### src/rtl/vga_pattern_cmd.sv
// UART command parser that selects the VGA test pattern.
// A command is 'P'/'p', one hex digit, then CR. It applies on the next VSync rising edge.
module vga_pattern_cmd #(
   parameter logic [3:0]  DEFAULT_PATTERN = 4'h4,
   parameter int unsigned TIMEOUT_CLKS    = 25_000_000
) (
   input  logic       i_Clk,
   input  logic       i_Rst_L,
   input  logic       i_RX_DV,
   input  logic [7:0] i_RX_Byte,
   input  logic       i_VSync,
   input  logic       i_TX_Active,
   output logic [3:0] o_Pattern,
   output logic       o_Pending,
   output logic       o_TX_DV,
   output logic [7:0] o_TX_Byte
);

   localparam int unsigned      CNT_W    = (TIMEOUT_CLKS > 1) ? $clog2(TIMEOUT_CLKS) : 1;
   localparam logic [CNT_W-1:0] CNT_LAST = CNT_W'(TIMEOUT_CLKS - 1);

   localparam logic [1:0] ST_IDLE      = 2'd0;
   localparam logic [1:0] ST_GOT_P     = 2'd1;
   localparam logic [1:0] ST_GOT_DIGIT = 2'd2;

   localparam logic [7:0] CHAR_CR   = 8'h0D;
   localparam logic [7:0] CHAR_OK   = 8'h4B;
   localparam logic [7:0] CHAR_ERR  = 8'h3F;

   logic [1:0]       state_q, state_d;
   logic [3:0]       digit_q, digit_d;
   logic [CNT_W-1:0] cnt_q, cnt_d;
   logic [3:0]       pattern_q;
   logic [3:0]       pend_val_q;
   logic             pend_q;
   logic             vsync_q;
   logic             reply_full_q;
   logic [7:0]       reply_byte_q;
   logic [7:0]       tx_byte_q;

   logic             is_hex;
   logic [3:0]       hex_val;
   logic             accept;
   logic             reply_set;
   logic [7:0]       reply_val;
   logic             frame;
   logic             tx_fire;

   // Letters A-F and a-f share low nibbles 1-6.
   always_comb begin
      is_hex  = 1'b1;
      hex_val = 4'h0;
      if (i_RX_Byte >= 8'h30 && i_RX_Byte <= 8'h39) begin
         hex_val = i_RX_Byte[3:0];
      end else if ((i_RX_Byte >= 8'h41 && i_RX_Byte <= 8'h46) ||
                   (i_RX_Byte >= 8'h61 && i_RX_Byte <= 8'h66)) begin
         hex_val = i_RX_Byte[3:0] + 4'd9;
      end else begin
         is_hex = 1'b0;
      end
   end

   always_comb begin
      state_d   = state_q;
      digit_d   = digit_q;
      cnt_d     = cnt_q;
      accept    = 1'b0;
      reply_set = 1'b0;
      reply_val = CHAR_ERR;
      if (i_RX_DV) begin
         cnt_d = '0;
         case (state_q)
            ST_IDLE: begin
               if (i_RX_Byte == 8'h50 || i_RX_Byte == 8'h70) state_d = ST_GOT_P;
            end
            ST_GOT_P: begin
               if (is_hex) begin
                  digit_d = hex_val;
                  state_d = ST_GOT_DIGIT;
               end else begin
                  reply_set = 1'b1;
                  state_d   = ST_IDLE;
               end
            end
            ST_GOT_DIGIT: begin
               reply_set = 1'b1;
               state_d   = ST_IDLE;
               if (i_RX_Byte == CHAR_CR) begin
                  accept    = 1'b1;
                  reply_val = CHAR_OK;
               end
            end
            default: state_d = ST_IDLE;
         endcase
      end else if (state_q == ST_IDLE) begin
         cnt_d = '0;
      end else if (cnt_q == CNT_LAST) begin
         // Abandon a stalled command without replying.
         state_d = ST_IDLE;
         cnt_d   = '0;
      end else begin
         cnt_d = cnt_q + 1'b1;
      end
   end

   assign frame   = i_VSync & ~vsync_q;
   assign tx_fire = reply_full_q & ~i_TX_Active;

   always_ff @(posedge i_Clk) begin
      if (!i_Rst_L) begin
         state_q      <= ST_IDLE;
         digit_q      <= 4'h0;
         cnt_q        <= '0;
         pattern_q    <= DEFAULT_PATTERN;
         pend_val_q   <= 4'h0;
         pend_q       <= 1'b0;
         vsync_q      <= 1'b1;
         reply_full_q <= 1'b0;
         reply_byte_q <= 8'h00;
         tx_byte_q    <= 8'h00;
      end else begin
         state_q <= state_d;
         digit_q <= digit_d;
         cnt_q   <= cnt_d;
         vsync_q <= i_VSync;
         if (frame && pend_q) begin
            pattern_q <= pend_val_q;
            pend_q    <= 1'b0;
         end
         // A CR on the boundary cycle re-arms pending after the older value applies.
         if (accept) begin
            pend_q     <= 1'b1;
            pend_val_q <= digit_q;
         end
         if (tx_fire) begin
            reply_full_q <= 1'b0;
            tx_byte_q    <= reply_byte_q;
         end
         if (reply_set) begin
            reply_full_q <= 1'b1;
            reply_byte_q <= reply_val;
         end
      end
   end

   assign o_Pattern = pattern_q;
   assign o_Pending = pend_q;
   assign o_TX_DV   = tx_fire;
   assign o_TX_Byte = tx_fire ? reply_byte_q : tx_byte_q;

endmodule

### config.mk
export PLATFORM = sky130hd
export DESIGN_NAME = vga_pattern_cmd
export DESIGN_NICKNAME = d
export VERILOG_FILES = /design/src/rtl/vga_pattern_cmd.sv
export SDC_FILE = /design/constraint.sdc
export NUM_CORES = 1
export LEC_CHECK = 0
export ABC_AREA = 1
export ABC_CLOCK_PERIOD_IN_PS = 1500
export BUFFER_PORTS_ARGS = -buffer_cell sky130_fd_sc_hd__clkbuf_2
export CAP_MARGIN = 30
export CORE_AREA = 10 10 88 90
export CTS_BUF_LIST = sky130_fd_sc_hd__clkbuf_4
export CTS_CLUSTER_DIAMETER = 100
export DETAILED_ROUTE_END_ITERATION = 8
export DIE_AREA = 0 0 98 100
export GPL_ROUTABILITY_DRIVEN = 0
export PLACE_DENSITY = 0.64
export SETUP_SLACK_MARGIN = 0.2
export SYNTH_ARGS = -nofsm -noshare
export SYNTH_HDL_FRONTEND = slang
export SYNTH_SLANG_ARGS = --single-unit
### constraint.sdc
create_clock -name i_Clk -period 1.5 [get_ports i_Clk]
set_input_delay 0.15 -clock i_Clk [delete_from_list [all_inputs] [get_ports i_Clk]]
set_output_delay 0.15 -clock i_Clk [all_outputs]
set_load 0.03 [all_outputs]
==> out/metrics.csv, run 1 <==
metric;value;unit
Root Buffer;clkbuf_4;
DR vias;2574;
row cnt;29;
Syn Area/Cell;7.04;sq um
deepest clock path buffer count;2;
final setup fails;7;
Synthesis Warnings;0;
status;finished, violations left;
synthesized area;2640;sq um
Design Power;2.36;mW
Arr. time, crit path;1380;ps
number of global-route vias before repair;2571;
fin crit share;1.02;
clock skew;19.1;ps
final-stage net count;450;
hold path depth;3;
unrepaired setup endpoints after global routing;true;
vias per cell;5.07;
clk_lat worst skew;380;ps
H-tree Lvls;2;
CTS Buf Count;5;
Starting DRT DRC Count;96;
initial antenna violation count;0;
CP Launch Type;flop;
Critical Path Source;reply_full_q$_SDFFE_PN0P_;
slowest stage cell on the critical path;dfxtp_2;
WL/cell;13.5;um
Slew @ Worst Pin;569;ps
initial core utilization;0.431;
fmax;654;MHz
crit path cell chain;inv_2, nor2_4, inv_4, o21ai_2, inv_1, buf_8;
Worst IR Drop VDD;0.446;mV
post-synthesis sequential area ratio;0.402;
Antenna Violating Nets Remaining;0;
Crit. End Element;output port;
number of buffers added on ports;26;
Leak Pwr;1.44;nW
fillcell total;548;
Critical Path End;o_TX_Byte[6];
Mapped Nets;395;
crit path max fanout;7;
clock sinks;53;
dpl ws;-94.1;ps
final hold violations;0;
Yosys reg bits;53;
Die Wd;98;um
cells on worst reg2reg path;9;
first-pass GRT wire length;11.4;mm
largest net degree at the start of global routing;19;
I/O Pins;27;
Antenna diodes;0;
worst r2r dst;cnt_q[5]$_SDFF_PP0_;
Post-Route WL;6.86;mm
R2R Path Start;cnt_q[0]$_SDFF_PP0_;
Die Span Y;100;um
max_cap viols;0;
Core Area;6130;sq um
Hold WC Path Type;input pin to flop;
Max stage delay on crit path;360;ps
total track usage;0.136;
GRT Residual Overflow;0;
Syn-to-layout area delta;38.2;%
share of layout cells above drive strength 1;0.408;
final worst slack;-28.3;ps
placed wire-length estimate;4.43;mm
Tmin final;1530;ps
failing checks;negative setup slack;
Distinct cells, synth;30;
CTS tree;done;
# DRC;0;
Relative slew margins;0.620;
Crit path required time;1350;ps
fin. max-slew vios;0;
critical path class;flop to output port;
Die Area;9800;sq um
Syn Inst Count;375;
pwr dens;646;nW/um^2
Worst-path clk slew;160;ps
FF-to-FF setup slack;70;ps
first drt pass iteration count;4;
worst min-delay path by stage:
stage | startpoint | end | slack [ps]
after detailed placement | i_VSync | vsync_q$_SDFF_PN1_ | 370
after floorplan | i_VSync | vsync_q$_SDFF_PN1_ | 250
after global routing | i_TX_Active | reply_full_q$_SDFFE_PN0P_ | 10
after global placement | i_VSync | vsync_q$_SDFF_PN1_ | 330
final | i_TX_Active | reply_full_q$_SDFFE_PN0P_ | 10
after CTS | i_TX_Active | reply_full_q$_SDFFE_PN0P_ | 10
kinds of logic (layout without fill, tap and decap cells):
logic type,count (synthesis),count (layout),synth area share
XOR/XNOR,11,11,0.0365
adder cells (fa/ha/maj),7,7,0.0332
flip-flops,53,53,0.402
AND/OR/NAND/NOR,212,215,0.370
AO/OA/AOI/OAI,42,42,0.0815
buffers and inverters,50,103,0.0768
metal layers:
| metal | vias up | GRT usage | routed length [um] |
|---|---|---|---|
| met2 | 59 | 0.244 | 3570 |
| met1 | 1181 | 0.154 | 2860 |
| met5 | - | 0 | 0 |
| li1 | 1318 | - | - |
| met4 | 0 | 0.0515 | 166 |
| met3 | 16 | 0.0302 | 269 |
worst max-delay path, delay by kind of cell, from the launching register on:
family          cells  cell delay [ps]
flops               1              360
buf+inv             4              320
simple gates        1              170
compound gates      1              130
final cells by class:
| type | instances | area, sq um | area share |
|---|---|---|---|
| Clock inverter | 3 | 47.5 | 0.0130 |
| Tap cell | 77 | 96.3 | 0.0264 |
| Sequential cell | 53 | 1090 | 0.300 |
| Inverter | 46 | 178 | 0.0487 |
| Clock buffer | 5 | 37.5 | 0.0103 |
| Multi-Input combinational cell | 275 | 1810 | 0.495 |
| Timing Repair Buffer | 49 | 392 | 0.107 |
cells in the final DEF (no fill, tap or decap), types with 5 or more instances in the layout:
cell type  instances
nand2_1           72
nor2_1            45
inv_1             37
dfxtp_1           31
dfxtp_2           20
buf_4             18
clkbuf_2          17
a21oi_1           15
nand3_1           15
nor2_2            14
nand2_2           13
a21oi_2           12
nor2_4             8
nand2_4            8
inv_2              7
o21ai_0            7
nand4_1            7
xor2_1             7
clkbuf_4           7
o21ai_2            5
buf_6              5
synthesized netlist by cell type, drive strengths merged:
library cell  count  share of area
xnor2             3          0.010
a31oi             1         0.0024
or2               6          0.014
inv              46          0.065
nor4              3         0.0095
nand2            93           0.14
nand3b            3         0.0085
nor3             11          0.029
xor2              8          0.027
o21ai            13          0.025
nor2             67           0.11
buf               2         0.0085
nand4             8          0.025
nor3b             1         0.0047
ha                7          0.033
nand3            20          0.038
clkbuf            2         0.0028
a21oi            28          0.055
dfxtp            53           0.40
flip-flops by register name, summed over array words and instances, names as in the netlist:
signal / cells
reply_byte_q: 3
pend_val_q: 4
reply_full_q: 1
cnt_q: 25
state_q: 2
tx_byte_q: 8
o_Pending: 1
digit_q: 4
o_Pattern: 4
vsync_q: 1
metrics by stage:
step	setup TNS (ps)	cell area [sq um]	hold slack, ps	cells	utilization
3_5_place_dp	-444	2950	368	484	0.482
3_3_place_gp	-36.3	2950	332	484	0.482
4_1_cts	-128	3470	10.3	505	0.566
6_report	-103	3650	12.8	508	0.595
2_1_floorplan	0	2680	246	375	-
5_1_grt	-988	3650	13.3	508	0.595
power breakdown:
group	switching (mW)	internal, mW	leakage [nW]
combinational	0.0630	0.0287	0.956
clock	0.495	0.364	0.0462
sequential	0.000746	1.41	0.439
total	0.559	1.80	1.44
what timing repair did:
action / in CTS / in global routing
setup endpoints to repair: 41 / 47
hold buffers: 1 / 0
resized for setup: 96 / 50
pin swaps: 29 / 25
gates cloned: 3 / 0
setup buffers: 9 / 3
hold endpoints to repair: 1 / 0
Power figures use the tool's default switching activity.
==> run 2: changes to the inputs <==
Settings changed: CORE_AREA 10 10 88 90 to 10 10 98 100, DIE_AREA 0 0 98 100 to 0 0 108 110, PLACE_DENSITY 0.64 to 0.53.
==> run 2 against run 1 <==
Routed wire length grew 1.2%. The flow still finishes with violations (negative setup slack). Die area grew 21%. Hold slack gained 33 ps. Sequential share of layout area shrank 3.1 points. Sequential cell count is the same. Non-clock buffer count grew 37. Design area grew 13%. Critical path depth is the same. Total power shrank 1.7%.
==> out/metrics.csv, run 2 (synthesized netlist as in run 1, its figures left out) <==
metric;value;unit;change
placed wire-length estimate;4.54;mm;+2.4%
Crit. End Element;output port;;
row cnt;32;;+10%
hold slack;45.6;ps;+32.8 ps
Worst-path clk slew;150;ps;about the same
H-tree Lvls;2;;unchanged
first-pass GRT wire length;11.7;mm;+2.7%
GRT Residual Overflow;0;;unchanged
CTS tree;done;;
I/O Pins;27;;unchanged
Starting DRT DRC Count;65;;-32%
initial antenna violation count;1;;+1
Worst IR Drop VDD;0.456;mV;+2.3%
commonest cells after routing, fill and taps aside;nand2_1 (72), buf_4 (40), nor2_1 (39), inv_1 (33), dfxtp_1 (25);;
Slew @ Worst Pin;619;ps;+49.8 ps
Relative slew margins;0.587;;-0.0333
initial core utilization;0.345;;-0.0853
Die Area;11900;sq um;+21%
fmax;662;MHz;+1.1%
pwr dens;560;nW/um^2;-13%
max reg flops;25;;unchanged
Crit path required time;1350;ps;about the same
crit path cell chain;inv_2, nor2_4, inv_4, o21ai_2, inv_1, buf_8;;
share of layout cells above drive strength 1;0.499;;+0.0906
commonest non-fill, non-tap cell in the layout;nand2_1;;
largest register by flop count;cnt_q;;
Met2 Wirelength;3.63;mm;+1.8%
final hold violations;0;;unchanged
crit path max fanout;7;;unchanged
largest net degree at the start of global routing;18;;-1
Max stage delay on crit path;360;ps;about the same
total track usage;0.118;;-0.0182
number of buffers added on ports;26;;unchanged
max_cap viols;0;;unchanged
failing checks;negative setup slack;;
WP buf/inv;4;;unchanged
crit-path leading delay family;flip-flops;;
CP Launch Type;flop;;
top routing layer used;met4;;
# DRC;0;;unchanged
Die Wd;108;um;+10%
WL/cell;12.2;um;-9.5%
DR vias;2645;;+2.8%
final setup fails;1;;-6
vias per cell;4.66;;-8.1%
Design Area, Final;4140;sq um;+13%
final-stage net count;484;;+7.6%
DRT met1 WL;3.02;mm;+5.7%
CTS Buf Count;5;;unchanged
clock sinks;53;;unchanged
Arr. time, crit path;1360;ps;-20 ps
Placed Area;3060;sq um;+3.7%
met3 wire len;156;um;-42%
Antenna Violating Nets Remaining;0;;unchanged
deepest clock path buffer count;2;;unchanged
Hold WC Path Type;input pin to flop;;
first drt pass iteration count;4;;unchanged
Post-Route WL;6.94;mm;+1.2%
Leak Pwr;1.71;nW;+18%
Core Area;7650;sq um;+25%
status;finished, violations left;;
clk_lat worst skew;370;ps;about the same
clock skew;13.6;ps;-5.51 ps
Syn-to-layout area delta;56.8;%;
final worst slack;-11.4;ps;+16.9 ps
critical path class;flop to output port;;
number of global-route vias before repair;2658;;+3.4%
unrepaired setup endpoints after global routing;true;;
Root Buffer;clkbuf_4;;
fin. max-slew vios;0;;unchanged
fin crit share;1.01;;-0.0113
Tmin final;1510;ps;-16.9 ps
Largest regs;cnt_q (25), tx_byte_q (8);;
slowest stage cell on the critical path;dfxtp_2;;
Die Span Y;110;um;+10%
==> run 2: cell count changes in the layout (fill, tap and decap cells not counted), sizes merged <==
cell / before / now
buf: 25 / 60
clkbuf: 28 / 30
clkinv: 0 / 1
clkinvlp: 0 / 1
diode: 0 / 1
inv: 48 / 46
nand4: 11 / 8
==> run 2: repair_timing <==
action | in CTS | in global routing
pin swaps | 40 | 37
hold buffers | 1 | 0
hold endpoints to repair | 1 | 0
buffers inserted | 31 | 9
gates cloned | 2 | 0
resized for setup | 123 | 67
endpoints found under the setup margin | 41 | 46
==> run 2: worst paths after layout <==
path         depth (start not counted)  slack, ps                        end                 startpoint
min                                  3         50  reply_full_q$_SDFFE_PN0P_                i_TX_Active
max reg2reg                         10         10       cnt_q[12]$_SDFF_PP0_        cnt_q[1]$_SDFF_PP0_
min reg2reg                          2        460    tx_byte_q[7]$_SDFF_PN0_    tx_byte_q[7]$_SDFF_PN0_
max                                  6        -10               o_TX_Byte[6]  reply_full_q$_SDFFE_PN0P_
==> run 2: power by group <==
| group | internal [mW] | switching [mW] |
|---|---|---|
| sequential | 1.40 | 0.000581 |
| combinational | 0.0323 | 0.0572 |
| clock | 0.354 | 0.475 |
| total | 1.78 | 0.532 |
==> run 2: layer usage <==
layer / up-vias / global-route usage
li1: 1371 / -
met1: 1238 / 0.136
met2: 26 / 0.209
met3: 10 / 0.0226
met4: 0 / 0.0477
met5: - / 0
==> run 2: worst register-to-register path, cell delays in order, from the launching register on <==
cell     delay [ps]
dfxtp_2         370
ha_4            170
nand2_4          80
inv_4            50
nand3_4          70
nor2_4           40
nand2_4          70
nand4_4         160
buf_12          200
buf_16          140
nor2_2           90
==> run 2: through the flow <==
stage / total power [mW] / cells / setup TNS (ps) / util / setup slack [ps]
2_1_floorplan: 1.48 / 375 / 0 / - / 159
3_3_place_gp: 1.52 / 516 / 0 / 0.400 / 3.23
3_5_place_dp: 1.52 / 516 / -28.4 / 0.400 / -17.6
4_1_cts: 2.35 / 558 / -188 / 0.503 / -44.1
5_1_grt: 2.41 / 568 / -1260 / 0.541 / -127
6_report: 2.32 / 568 / -11.4 / 0.541 / -11.4
==> run 2: cell type report <==
class	count	area, sq um
sequential	53	1110
tap	102	128
clock inverter	3	46.3
antenna	1	2.50
inverter	46	178
fill	736	3510
multi-input combinational	272	1870
clock buffer	5	37.5
timing repair buffer	86	764
